==> src/rtl/ifetch_queue.sv <==
// Instruction prefetch queue: fetches instruction pairs ahead of the decoder
// and buffers them in a small FIFO, flushing on ALU redirects.
module ifetch_queue #(
   parameter int DEPTH = 4
) (
   input  logic        clk,
   input  logic        rst,
   input  logic        jump_en,
   input  logic [31:0] jump_addr,
   input  logic        stall_in,
   output logic        mem_req,
   output logic [31:0] mem_addr,
   input  logic [31:0] mem_rdata0,
   input  logic [31:0] mem_rdata1,
   output logic        out_valid,
   output logic [31:0] out_ins0,
   output logic [31:0] out_ins1,
   output logic [31:0] out_pc
);

   localparam int PW = (DEPTH > 1) ? $clog2(DEPTH) : 1;
   localparam logic [PW+1:0] DEPTH_W = (PW+2)'(DEPTH);

   logic [31:0]   fetch_pc_q, fetch_pc_d;
   logic [31:0]   pend_pc_q, pend_pc_d;
   logic          pend_q, pend_d;
   logic [PW:0]   count_q, count_d;
   logic [PW-1:0] rd_ptr_q, rd_ptr_d;
   logic [PW-1:0] wr_ptr_q, wr_ptr_d;

   logic [31:0]   fifo_ins0_q [DEPTH];
   logic [31:0]   fifo_ins1_q [DEPTH];
   logic [31:0]   fifo_pc_q   [DEPTH];

   logic [PW+1:0] occupancy;
   logic          has_head;
   logic          push;
   logic          pop;

   always_comb begin
      // In-flight response reserves a slot so a push can never hit a full queue
      occupancy = {1'b0, count_q} + {{(PW+1){1'b0}}, pend_q};
      mem_req   = rst & ~jump_en & (occupancy < DEPTH_W);
      mem_addr  = fetch_pc_q;

      has_head  = rst & (count_q != '0);
      out_valid = has_head & ~jump_en;
      out_ins0  = has_head ? fifo_ins0_q[rd_ptr_q] : '0;
      out_ins1  = has_head ? fifo_ins1_q[rd_ptr_q] : '0;
      out_pc    = has_head ? fifo_pc_q[rd_ptr_q]   : '0;

      push = rst & ~jump_en & pend_q;
      pop  = out_valid & ~stall_in;

      fetch_pc_d = fetch_pc_q;
      pend_pc_d  = pend_pc_q;
      pend_d     = pend_q;
      count_d    = count_q;
      rd_ptr_d   = rd_ptr_q;
      wr_ptr_d   = wr_ptr_q;

      if (!rst) begin
         fetch_pc_d = '0;
         pend_pc_d  = '0;
         pend_d     = 1'b0;
         count_d    = '0;
         rd_ptr_d   = '0;
         wr_ptr_d   = '0;
      end else if (jump_en) begin
         // Flush: the response landing this cycle belongs to the old stream
         fetch_pc_d = jump_addr;
         pend_d     = 1'b0;
         count_d    = '0;
         rd_ptr_d   = '0;
         wr_ptr_d   = '0;
      end else begin
         if (mem_req) begin
            fetch_pc_d = fetch_pc_q + 32'd2;
            pend_pc_d  = fetch_pc_q;
            pend_d     = 1'b1;
         end else begin
            pend_d = 1'b0;
         end
         if (push) wr_ptr_d = wr_ptr_q + PW'(1);
         if (pop)  rd_ptr_d = rd_ptr_q + PW'(1);
         case ({push, pop})
            2'b10:   count_d = count_q + (PW+1)'(1);
            2'b01:   count_d = count_q - (PW+1)'(1);
            default: count_d = count_q;
         endcase
      end
   end

   always_ff @(posedge clk) begin
      fetch_pc_q <= fetch_pc_d;
      pend_pc_q  <= pend_pc_d;
      pend_q     <= pend_d;
      count_q    <= count_d;
      rd_ptr_q   <= rd_ptr_d;
      wr_ptr_q   <= wr_ptr_d;
      if (push) begin
         fifo_ins0_q[wr_ptr_q] <= mem_rdata0;
         fifo_ins1_q[wr_ptr_q] <= mem_rdata1;
         fifo_pc_q[wr_ptr_q]   <= pend_pc_q;
      end
   end

endmodule

==> config.mk <==
export PLATFORM = sky130hd
export DESIGN_NAME = ifetch_queue
export DESIGN_NICKNAME = d
export VERILOG_FILES = /design/src/rtl/ifetch_queue.sv
export SDC_FILE = /design/constraint.sdc
export NUM_CORES = 1
export LEC_CHECK = 0
export CAP_MARGIN = 20
export CORE_UTILIZATION = 55
export DETAILED_ROUTE_END_ITERATION = 12
export PLACE_DENSITY = 0.8
export REMOVE_ABC_BUFFERS = 1
export SETUP_SLACK_MARGIN = 0.3
export SYNTH_ARGS = -nofsm -noshare
export SYNTH_HDL_FRONTEND = slang
export SYNTH_SLANG_ARGS = --single-unit
==> constraint.sdc <==
create_clock -name clk -period 4.13 [get_ports clk]
set_input_delay 0.6195 -clock clk [delete_from_list [all_inputs] [get_ports clk]]
set_output_delay 0.6195 -clock clk [all_outputs]
set_load 0.1 [all_outputs]
# Word level (Yosys, flattened, before mapping)
# Memories as Yosys holds them, arrays and structs flattened. A register that Yosys moved wholly into a read port is not among the register bits.
# Cells that the tools add are included.
dict set report word_totals {
  ram_bits 384
  regBits 72
  memories 3
  input_bits 100
}
# name words word_bits rd rd_ports_with_merged_regs write_ports line_no
set memory_table {}
lappend memory_table {fifo_ins0_q 4 32 1 1 1 31} ;# logic [31:0] fifo_ins0_q [DEPTH];
lappend memory_table {fifo_ins1_q 4 32 1 1 1 32} ;# logic [31:0] fifo_ins1_q [DEPTH];
lappend memory_table {fifo_pc_q 4 32 1 1 1 33} ;# logic [31:0] fifo_pc_q [DEPTH];
dict set report op_classes {
  addsub 6
  bitwise 9
  n_eq_ne 2
  n_lt_le_gt_ge 1
  n_mux 15
  reduce_logical 5
}
# operator n
set op_table {}
lappend op_table {{2-to-1 mux 32 bit} 5}
lappend op_table {{adder 32 x 2 -> 32 bit (second input constant)} 1}
lappend op_table {{2-to-1 mux 2 bit} 6}
lappend op_table {{AND 1 bit} 6}
lappend op_table {{case mux 3 bit (2 select lines)} 1}
lappend op_table {{adder 2 x 1 -> 2 bit (second input constant)} 2}
lappend op_table {{adder 3 x 1 -> 4 bit} 1}
lappend op_table {{< comparator 4 x 3 -> 1 bit (second input constant)} 1}
lappend op_table {{nonzero test 2 bit} 2}
lappend op_table {{adder 3 x 1 -> 3 bit (second input constant)} 1}
lappend op_table {{2-to-1 mux 1 bit} 3}
lappend op_table {{NOT 1 bit} 3}
lappend op_table {{nonzero test 3 bit} 1}
lappend op_table {{subtractor 3 x 1 -> 3 bit (second input constant)} 1}
lappend op_table {{equality test 2 x 1 -> 1 bit (second input constant)} 1}
lappend op_table {{equality test 2 bit (second input constant)} 1}
lappend op_table {{AND reduction 2 bit} 1}
lappend op_table {{OR reduction 2 bit} 1}

# Longest topological paths before layout
# Gate-level depths: netlist of the first run.
dict set report depth {
  word_depth 6
  mapped_depth 10
  mapped_depth_nobuf 9
}

# Worst setup path before layout of the first run
# Ideal clock, no wire load.
dict set report synth_path {
  path_kind {input to register}
  from {in jump_en}
  to {mem fifo_ins0_q[0][0] (enable)}
  t_arrival_ps 3313
  path_buffers 1
  setup_time_ps 466
  path_slack_ps 350
  cell_stages 3
  cell_sequence {clkbuf_8 nor2_1 and3_1}
}
dict set report synth_between {
  elab_chain_cells 5
}
# item line_no
set synth_lines {}
lappend synth_lines {{start: declaration} 8} ;# input logic jump_en,
lappend synth_lines {{NOT 1 bit (no line)} -}
lappend synth_lines {{AND 1 bit (2 in a row)} 52} ;# push = rst & ~jump_en & pend_q;
lappend synth_lines {{2-to-1 mux 1 bit} 101} ;# if (push) begin
lappend synth_lines {{2-to-1 mux 1 bit (implied by the code)} 102} ;# fifo_ins0_q[wr_ptr_q] <= mem_rdata0;
lappend synth_lines {{end: declaration} 31}
# Every way passes these cells.

==> results of run 1 <==
[report_power, final]
group	leakage (uW)	total (uW)	switching, uW	internal (uW)
sequential	0.00426	5090	55.2	5040
clock	0.000723	4010	1660	2350
combinational	0.00239	502	318	184
total	0.00737	9610	2030	7580
[cell usage after synthesis (6+ instances only)]
master    count  area share
inv_1        12      0.0025
or3_1         6      0.0021
and3_1        9      0.0031
buf_2         7      0.0020
dfxtp_1      74       0.083
mux4_2       96        0.12
edfxtp_1    384        0.64
o21ai_0      13      0.0036
xnor2_1       7      0.0034
buf_1         6      0.0013
ha_1          6      0.0042
nand2_1      89       0.019
a21oi_1      53       0.015
nand3_1      14      0.0039
clkbuf_1     46      0.0096
nor3_1        9      0.0025
nor2b_1      97       0.034
a31oi_1       7      0.0024
nand4_1       8      0.0028
nor2_1       30      0.0063
nor4_1        9      0.0031
[stage by stage]
step	setup TNS, ps	area [sq um]	total power [uW]	hold slack, ps	util
finish	0	22200	9610	494	0.697
global route	0	22200	9900	524	0.697
CTS	0	22200	9680	496	0.697
global placement	0	20700	5680	476	0.651
floorplan	-291570	17600	5460	460	-
detailed placement	0	20700	5690	489	0.651
[worst paths after layout]
| check | startpoint | to | slack (ps) | cells after the start |
|---|---|---|---|---|
| hold reg to reg | pend_pc_q[8] | pend_pc_q[8] | 490 | 2 |
| setup / recovery | flip-flop | out_pc[31] | 880 | 4 |
| hold / removal | pend_pc_q[8] | pend_pc_q[8] | 490 | 2 |
| setup reg to reg | mem_addr[1] | mem_addr[19] | 1670 | 7 |
[cells in the final DEF (no fill, tap or decap), drive strengths merged, types with 10 or more instances in the layout]
cell type and n:
edfxtp 384, clkdlybuf4s50 131, buf 121, nor2b 97, mux4 96, nand2 89, dfxtp 74, clkbuf 57
a21oi 53, nor2 30, clkinv 21, nand3 14, inv 14, o21ai 13, and3 10
[per-layer routing]
metal | up-vias | global-route usage | share of wire
met4 | 4 | 0.0501 | 0.016
met2 | 397 | 0.343 | 0.47
met1 | 4966 | 0.318 | 0.43
li1 | 4558 | - | -
met3 | 55 | 0.0481 | 0.078
met5 | - | 0 | 0.00064
[logic make-up (layout without fill, tap and decap cells)]
logic type      after synthesis  count (layout)  share of synthesized area
mux                         102             102                      0.124
flops                       458             458                      0.725
compound gates              109             109                     0.0373
xor+xnor                     10              10                    0.00488
fa+ha+maj                     7               7                    0.00530
simple gates                288             288                     0.0840
buf+inv                      77             349                     0.0190
[layout make-up]
type	instances	area, sq um
Multi-Input combinational cell	516	4610
Fill cell	2022	9630
Clock inverter	27	213
Inverter	13	48.8
Clock buffer	56	1260
Tap cell	435	544
Timing Repair Buffer	253	2470
Sequential cell	458	13000
[state kept, by name, summed over array words and instances (netlist names), named ones only]
signal       flops
fifo_ins1_q    128
fifo_ins0_q    128
mem_addr        32
pend_pc_q       32
rd_ptr_q         2
fifo_pc_q      128
count_q          3
pend_q           1
wr_ptr_q         2
[critical path, stage by stage, from the launching register on]
cell and delay [ps]:
dfxtp_4 590, buf_12 440, mux4_2 560, nor2b_1 170, buf_4 260
==> out/results.env, run 1 <==
MAXIMUM_FANOUT_ALONG_THE_WORST_PATH=56
DPL_WORST_SLACK_PS=797
FP.DIEW_UM=183
RELSLEWSLACK=0.324
PORT-BUFFER-COUNT=229
ROUTE.DETAILED.VIAS_PER_INST=5.68
CLKTRANSATPATHREGS_PS=60
SYN-MEAN-INSTANCE-AREA_SQ_UM=17.1
MAX_CAP_VIOL_COUNT=0
FINAL_NETS=1395
WORST_SETUP_PATH_END_KIND='output pin'
SLEW_OF_THE_PIN_WITH_THE_LOWEST_SLEW_MARGIN_PS=1010
MAX-CLOCK-PATH-BUFFERS=3
CTS_INSERTED_BUFFERS=46
GRT_SETUP_UNREPAIRED='false'
DRT-TOTAL-WL_UM=36100
DETAIL_ROUTE.WL_PER_CELL_UM=20.5
POSTLAYOUTSETUPSLACKWORST_PS=876
SETUP-VIOLATIONS-FINAL=0
CRIT_REQUIRED_PS=3510
NUMBER_OF_PLACED_CELLS_COUNTING_WELL_TAPS=1674
CORE-AREA_SQ_MM=0.0318
DIE_Y_UM=183
GRT_MAX_DEGREE=97
GPL.FINAL_WEIGHTED_CONGESTION=0.864
LEAKAGEPOWER_uW=0.00737
VIA_COUNT_OF_THE_FIRST_GLOBAL_ROUTING_PASS=10037
SYNTH_CELL_TYPES=55
DRT_ITER0_DRC=963
FIN_WORST_SKEW_PS=16.7
SYNTH_CELLS=1051
HOLD_VIOL=0
CTS.ROOT.BUFFER_CELL='clkbuf_16'
COUNT_OF_PLACED_STANDARD_CELLS_IN_THE_FINAL_LAYOUT_FILLERS_LEFT_OUT=1758
GRT_FIRST_PASS_WIRELENGTH_UM=56100
CTS_SETUP_BUFFERS=0
INITIAL_CELL_DENSITY_OF_THE_CORE=0.564
ANTENNADIODECOUNT=0
HOLDBUFCOUNTCTS=0
CELLPOWERDENSITY_mW_PER_MM2=433
GRT.TOTAL_USAGE=0.219
CTS-HTREE-LEVELS=2
IRDROPWORSTVDD_mV=0.253
CTS.REPAIR.RESIZED=0
GRT_OVERFLOW=0
NUMBER_OF_ANTENNA_VIOLATIONS_AT_THE_FIRST_CHECK_IN_GLOBAL_ROUTING=2
SYNTH_AREA_SQ_MM=0.0179
NUMBER_OF_TOP_LEVEL_PINS=230
WORST_HOLD_PATH_TYPE='flip-flop to flip-flop'
FINAL-MAX-SLEW-VIOLATION-COUNT=0
OUTCOME='finished clean'
FMAXACHIEVABLE_GHz=0.307
DIE_AREA_SQ_MM=0.0333
CTS_TREE='done'
CLOCK_SINKS=458
DRT_PASS1_ITERATIONS=5
SEQ_AREA_FRAC_SYNTH=0.725
WORSTSKEWPAIRLATENCY_PS=540
PERIOD_NEEDED_PS=3250
CORE.ROWCOUNT=65
SYNTH_EDF_COUNT=384
POST-DP-HPWL_UM=21600
DRIVE_GT1_FRAC=0.228
VIAS=9980
YS_ASYNC_SR_FRACTION=0
CRIT_TYPE='flip-flop to output pin'
PERIOD_SHARE=0.788
DETAIL_ROUTE.DRC_VIOLATIONS=0
WORSTSETUPSTARTPOINTTYPE='flip-flop'
FINAL_ANTENNA_NET_COUNT=0
AREA_GROWTH_PCT=23.6
SYNTH-SEQ-CELLS=458
CRITPATHARRIVALTIME_PS=2630
SYNTH_WARNINGS=0
DOMINANTREGCELLSYNTH='edfxtp_1'
Power figures use the tool's default switching activity.
==> inputs of run 2 (changes only) <==
--- a/config.mk
+++ b/config.mk
@@ -6,9 +6,9 @@
 export NUM_CORES = 1
 export LEC_CHECK = 0
 export CAP_MARGIN = 20
-export CORE_UTILIZATION = 55
+export CORE_UTILIZATION = 50
 export DETAILED_ROUTE_END_ITERATION = 12
-export PLACE_DENSITY = 0.8
+export PLACE_DENSITY = 0.77
 export REMOVE_ABC_BUFFERS = 1
 export SETUP_SLACK_MARGIN = 0.3
 export SYNTH_ARGS = -nofsm -noshare
==> constraint.sdc (replaced) <==
create_clock -name clk -period 2.7 [get_ports clk]
set_input_delay 0.405 -clock clk [delete_from_list [all_inputs] [get_ports clk]]
set_output_delay 0.405 -clock clk [all_outputs]
set_load 0.1 [all_outputs]
==> run 2 against run 1 <==
Net effect:
- worst setup slack worse by 770 ps
- global-route usage is 0.29 points higher
- critical path depth is 2 higher
- utilization is 0.13 points lower
- critical path type unchanged
- highest routed layer is now met4
==> out/results.env, run 2 (synthesis gave the netlist of run 1 again) <==
FINAL_ANTENNA_NET_COUNT=0  # unchanged
VIAS=10399  # +4.2%
GRT.TOTAL_USAGE=0.222  # +0.00291
MAXIMUM_FANOUT_ALONG_THE_WORST_PATH=7  # -88%
WORST_PATH_DOMINANT_CELL_FAMILY='buffers and inverters'
RELSLEWSLACK=0.628  # +0.305
CRIT_REQUIRED_PS=2300  # -1210 ps
CELL_INTERNAL_PWR_uW=12000  # +59%
POSTLAYOUTSETUPSLACKWORST_PS=107  # -769 ps
MOST-COMMON-LAYOUT-CELLS='edfxtp_1, buf_12, clkdlybuf4s50_1'
SETUP-VIOLATIONS-FINAL=0  # unchanged
PERIOD_SHARE=0.960
AREA_GROWTH_PCT=37.4
SLEW_OF_THE_PIN_WITH_THE_LOWEST_SLEW_MARGIN_PS=556  # -455 ps
SWITCHING_SHARE=0.207  # -0.00479
IRDROPWORSTVDD_mV=0.552  # +120%
PATH_CELLS='buf_12 > buf_12 > buf_16 > mux4_2 > nor2b_4 > buf_12'
PERIOD_NEEDED_PS=2590
DETAIL_ROUTE.WL_PER_CELL_UM=22.1  # +7.7%
PORT-BUFFER-COUNT=229  # unchanged
FINAL_NETS=1449  # +3.9%
ROUTE.DETAILED.VIAS_PER_INST=5.66  # -0.34%
CTS_TREE='done'
SEQ_POWER_SHARE=0.515  # -0.015
CRITPATHARRIVALTIME_PS=2190  # -440 ps
CORE-AREA_SQ_MM=0.0354  # +11%
WORST_SETUP_PATH_END_KIND='output pin'
FINAL_CORE_UTILIZATION=0.696  # -0.00126
NUMBER_OF_TOP_LEVEL_PINS=230  # unchanged
CTS-HTREE-LEVELS=2  # unchanged
GPL.FINAL_WEIGHTED_CONGESTION=0.885  # +2.4%
FIN_WORST_SKEW_PS=17.3  # +0.597 ps
MOSTFREQUENTLAYOUTCELL='edfxtp_1'
WORSTSKEWPAIRLATENCY_PS=540  # about the same
DPL_WORST_SLACK_PS=67.7  # -729 ps
HOLDBUFCOUNTCTS=0  # unchanged
MAX-CLOCK-PATH-BUFFERS=3  # unchanged
DRT_PASS1_ITERATIONS=5  # unchanged
WORSTSETUPSTARTPOINTTYPE='flip-flop'
DRIVE_GT1_FRAC=0.314  # +0.0857
CTS_INSERTED_BUFFERS=46  # unchanged
FINAL-MAX-SLEW-VIOLATION-COUNT=0  # unchanged
CORE.ROWCOUNT=69  # +6.2%
VIA_COUNT_OF_THE_FIRST_GLOBAL_ROUTING_PASS=10409  # +3.7%
CELLPOWERDENSITY_mW_PER_MM2=615  # +42%
CLKTRANSATPATHREGS_PS=60  # about the same
GRT_OVERFLOW=0  # unchanged
OUTCOME='finished clean'
GRT_MAX_DEGREE=44  # -55%
POST-DP-HPWL_UM=24100  # +12%
COUNT_OF_PLACED_STANDARD_CELLS_IN_THE_FINAL_LAYOUT_FILLERS_LEFT_OUT=1838  # +4.6%
CRIT_TYPE='flip-flop to output pin'
INITIAL_CELL_DENSITY_OF_THE_CORE=0.507  # -0.0573
DETAIL_ROUTE.DRC_VIOLATIONS=0  # unchanged
NUMBER_OF_PLACED_CELLS_COUNTING_WELL_TAPS=1727  # +3.2%
FMAXACHIEVABLE_GHz=0.386
CRIT_PATH_FREQUENT_CELL='buf_12'
CRITICAL-PATH-SLOWEST-CELL='mux4_2'
LEAKAGEPOWER_uW=0.00831  # +13%
HOLD_VIOL=0  # unchanged
DIE_AREA_SQ_MM=0.0366  # +9.9%
CP_SLOWEST_STAGE_DELAY_PS=540  # -50 ps
MAX_CAP_VIOL_COUNT=0  # unchanged
GRT_FIRST_PASS_WIRELENGTH_UM=61100  # +9.0%
CTS.ROOT.BUFFER_CELL='clkbuf_16'
HOLDWS_PS=462  # -31.9 ps
FILLERINSTANCES=2261  # +12%
POWER.SWITCHING_uW=3130  # +54%
LARGESTREGISTERS='fifo_ins0_q (128), fifo_ins1_q (128), fifo_pc_q (128)'
WORST_HOLD_PATH_TYPE='input port to flip-flop'
GRT_SETUP_UNREPAIRED='true'
NUMBER_OF_ANTENNA_VIOLATIONS_AT_THE_FIRST_CHECK_IN_GLOBAL_ROUTING=1  # -1
CLOCK_SINKS=458  # unchanged
POST-LAYOUT-TOTAL-POWER_uW=15100  # +58%
PWR-SHARE-CLK=0.431  # +0.013
DIE_Y_UM=191  # +4.8%
WORSTPATHBUFFERINVERTERCOUNT=4  # +2
DRT_ITER0_DRC=830  # -14%
FP.DIEW_UM=191  # +4.8%
POWER.SHARE.COMBINATIONAL=0.055  # +0.003
DRT-TOTAL-WL_UM=40600  # +13%
run 2: cell count changes in the layout (fill, tap and decap cells not counted), sizes merged:
cell           change
inv                +3
buf               +77
bufinv             +3
diode              +1
clkinv            -10
clkdlybuf4s50     -32
clkinvlp           -2
clkbuf            +14
run 2: per-layer routing:
metal | wire length [um] | part of all wire | track usage | up-vias
li1 | - | - | - | 4668
met1 | 16900 | 0.42 | 0.315 | 5250
met2 | 20100 | 0.50 | 0.365 | 443
met3 | 3060 | 0.075 | 0.0349 | 38
met4 | 530 | 0.013 | 0.0482 | 0
met5 | 0 | 0 | 0 | -
run 2: through the flow:
stage	setup TNS [ps]	instance area, sq um
after floorplan	-900380	17600
after global placement	0	22100
after detailed placement	0	22100
after CTS	0	24300
after global routing	0	24600
final	0	24600
run 2: final cells by class:
type | instances | area [sq um] | share of cell area
inverter | 13 | 51.3 | 0.00208
clock buffer | 61 | 1310 | 0.0532
multi-input combinational | 516 | 4890 | 0.198
timing repair buffer | 307 | 4520 | 0.183
tap | 461 | 577 | 0.0234
clock inverter | 21 | 264 | 0.0107
antenna | 1 | 2.50 | 0.000102
sequential | 458 | 13000 | 0.529
run 2: final timing paths:
check	startpoint	endpoint	slack (ps)	cells past startpoint
max	flip-flop	out_ins1[21]	110	6
max reg2reg	mem_addr[8]	mem_addr[25]	410	5
min reg2reg	pend_pc_q[5]	pend_pc_q[5]	500	2
min	jump_addr[18]	mem_addr[18]	460	3
run 2: worst min-delay path: cells and delay by family:
family | cells | cell delay [ps]
simple gates | 1 | 70
compound gates | 1 | 60
buf+inv | 1 | 400
run 2: power by group through the flow:
stage / logic (uW) / clock network [uW] / registers, uW
2_1_floorplan: 221 / 0 / 8130
3_3_place_gp: 791 / 0 / 7930
3_5_place_dp: 805 / 0 / 7940
4_1_cts: 820 / 6620 / 7790
5_1_grt: 868 / 6910 / 7800
6_report: 829 / 6520 / 7790
run 2: repair_timing:
action,in CTS,in global routing
setup endpoints to repair,97,98
gates cloned,7,5
pin swaps,0,1
gates resized for setup,77,25
buffers inserted,11,5
==> inputs of run 3 (changes only) <==
--- a/config.mk
+++ b/config.mk
@@ -6,10 +6,10 @@
 export NUM_CORES = 1
 export LEC_CHECK = 0
 export CAP_MARGIN = 20
+export CORE_MARGIN = 8
 export CORE_UTILIZATION = 50
 export DETAILED_ROUTE_END_ITERATION = 12
 export PLACE_DENSITY = 0.77
-export REMOVE_ABC_BUFFERS = 1
 export SETUP_SLACK_MARGIN = 0.3
 export SYNTH_ARGS = -nofsm -noshare
 export SYNTH_HDL_FRONTEND = slang
==> run 3 against run 2 <==
Net effect:
- total power shrank 3.8%
- first-iteration DRC count grew 9.3%
- highest routed layer unchanged
- register-to-register slack gained 100 ps
- largest cell class unchanged
==> out/results.env, run 3 (synthesis gave the netlist of run 1 again) <==
WORST_HOLD_PATH_TYPE='input port to flip-flop'
REG2REG_DEPTH=10  # +5
FILLERINSTANCES=2161  # -4.4%
CLKTRANSATPATHREGS_PS=70  # about the same
GRT_MAX_DEGREE=55  # +25%
MAXIMUM_FANOUT_ALONG_THE_WORST_PATH=9  # +2
WORSTSKEWPAIRLATENCY_PS=560  # +20 ps
CTS.ROOT.BUFFER_CELL='clkbuf_16'
GRT_FIRST_PASS_WIRELENGTH_UM=65800  # +7.6%
MOSTFREQUENTLAYOUTCELL='edfxtp_1'
AREA_GROWTH_PCT=38.9
MAX-CLOCK-PATH-BUFFERS=3  # unchanged
FP.DIEW_UM=205  # +7.3%
FIN_AREA_SQ_MM=0.0249  # +1.1%
DETAIL_ROUTE.WL_PER_CELL_UM=23.6  # +6.7%
OUTCOME='finished clean'
CLOCK_SINKS=458  # unchanged
POST-DP-HPWL_UM=26600  # +10%
VIAS=10565  # +1.6%
PERIOD_NEEDED_PS=2550  # -41.7 ps
GPL.FINAL_WEIGHTED_CONGESTION=0.875  # -1.1%
GRT.TOTAL_USAGE=0.204  # -0.0178
DRT-TOTAL-WL_UM=43400  # +6.9%
DRIVE_GT1_FRAC=0.371  # +0.0569
ROUTE.DETAILED.VIAS_PER_INST=5.74  # +1.4%
GRT_SETUP_UNREPAIRED='true'
MULTIINPUTGATEAREA_SQ_MM=0.00534  # +9.1%
FMAXACHIEVABLE_GHz=0.392  # +1.6%
INITIAL_CELL_DENSITY_OF_THE_CORE=0.505  # -0.00123
SYNTH.NET_COUNT=1158
DPL_CELL_AREA_SQ_MM=0.0228  # +2.9%
WORSTSETUPSTARTPOINTTYPE='flip-flop'
CELLPOWERDENSITY_mW_PER_MM2=585  # -4.9%
DRT_ITER0_DRC=907  # +9.3%
CRITPATHARRIVALTIME_PS=2150  # -40 ps
POSTLAYOUTSETUPSLACKWORST_PS=149  # +41.7 ps
LEAKAGEPOWER_uW=0.00847  # +2.0%
FIN_WORST_SKEW_PS=22.6  # +5.24 ps
MOST-COMMON-LAYOUT-CELLS='edfxtp_1, buf_12, clkdlybuf4s50_1'
CORE.ROWCOUNT=69  # unchanged
POST-LAYOUT-TOTAL-POWER_uW=14600  # -3.8%
MAX_CAP_VIOL_COUNT=0  # unchanged
CTS_INSERTED_BUFFERS=45  # -2.2%
NUMBER_OF_ANTENNA_VIOLATIONS_AT_THE_FIRST_CHECK_IN_GLOBAL_ROUTING=0  # -1
CTS-HTREE-LEVELS=2  # unchanged
CRIT_TYPE='flip-flop to output pin'
PERIOD_SHARE=0.945  # -0.0155
CRIT_REQUIRED_PS=2300  # about the same
RELSLEWSLACK=0.610  # -0.0188
HOLD_VIOL=0  # unchanged
SETUP-VIOLATIONS-FINAL=0  # unchanged
TOTALNEGATIVESETUPSLACK_PS=0  # unchanged
SLEW_OF_THE_PIN_WITH_THE_LOWEST_SLEW_MARGIN_PS=581  # +24.8 ps
FINAL_ANTENNA_NET_COUNT=0  # unchanged
FINAL-MAX-SLEW-VIOLATION-COUNT=0  # unchanged
DRT_PASS1_ITERATIONS=5  # unchanged
WORST_SETUP_PATH_END_KIND='output pin'
FINAL_NETS=1450  # +0.069%
GRT_OVERFLOW=0  # unchanged
WORST-R2R-SETUP-SLACK_PS=510  # +100 ps
CORE-AREA_SQ_MM=0.0355  # +0.24%
IRDROPWORSTVDD_mV=0.468  # -15%
REGISTER_AREA_SQ_MM=0.0131  # +0.42%
VIA_COUNT_OF_THE_FIRST_GLOBAL_ROUTING_PASS=10849  # +4.2%
LARGESTREGISTERS='fifo_ins0_q (128), fifo_ins1_q (128), fifo_pc_q (128)'
DPL_WORST_SLACK_PS=129  # +60.8 ps
NUMBER_OF_TOP_LEVEL_PINS=230  # unchanged
DETAIL_ROUTE.DRC_VIOLATIONS=0  # unchanged
DIE_AREA_SQ_MM=0.0422  # +15%
NUMBER_OF_INSTANCES_ON_THE_WORST_HOLD_PATH=3  # unchanged
CTS_TREE='done'
PORT-BUFFER-COUNT=229  # unchanged
DIE_Y_UM=205  # +7.3%
## run 3: layer usage
layer / up-vias / part of all wire / GRT usage
met5: - / 0 / 0
met4: 0 / 0.023 / 0.0490
met3: 70 / 0.073 / 0.0447
met2: 419 / 0.48 / 0.329
met1: 5392 / 0.42 / 0.282
li1: 4684 / - / -
## run 3: final cells by class
class | count | share of cell area
sequential | 458 | 0.525
clock buffer | 62 | 0.0494
clock inverter | 20 | 0.00653
timing repair buffer | 309 | 0.179
antenna | 2 | 0.000201
multi-input combinational | 516 | 0.214
inverter | 13 | 0.00216
tap | 461 | 0.0232
## run 3: through the flow
step | hold slack (ps) | std cells | utilization
floorplan | 460 | 1051 | -
global placement | 472 | 1723 | 0.642
detailed placement | 486 | 1723 | 0.642
CTS | 419 | 1830 | 0.699
global route | 436 | 1839 | 0.702
finish | 437 | 1841 | 0.702
## run 3: worst max-delay path, stage by stage, from the launching register on
cell,delay [ps]
dfxtp_4,380
buf_12,190
clkbuf_16,180
mux4_2,520
nor2b_4,160
buf_12,160
## run 3: repair_timing
| item | CTS | global route |
|---|---|---|
| pin swaps | 1 | 1 |
| setup buffers | 15 | 7 |
| hold buffers | 0 | 0 |
| resized for setup | 41 | 5 |
| cloned | 10 | 2 |
| endpoints found under the setup margin | 97 | 96 |
## run 3: final timing paths
check / end / from
max: out_pc[17] / flip-flop
min: mem_addr[18] / jump_addr[18]
max reg2reg: count_q[2] / count_q[0]
min reg2reg: fifo_pc_q[0][22] / pend_pc_q[22]
## run 3: report_power, final
part / total, uW / switching (uW) / internal (uW)
logic: 839 / 513 / 326
registers: 7790 / 92.3 / 7700
clock network: 5930 / 2540 / 3390
total: 14600 / 3150 / 11400
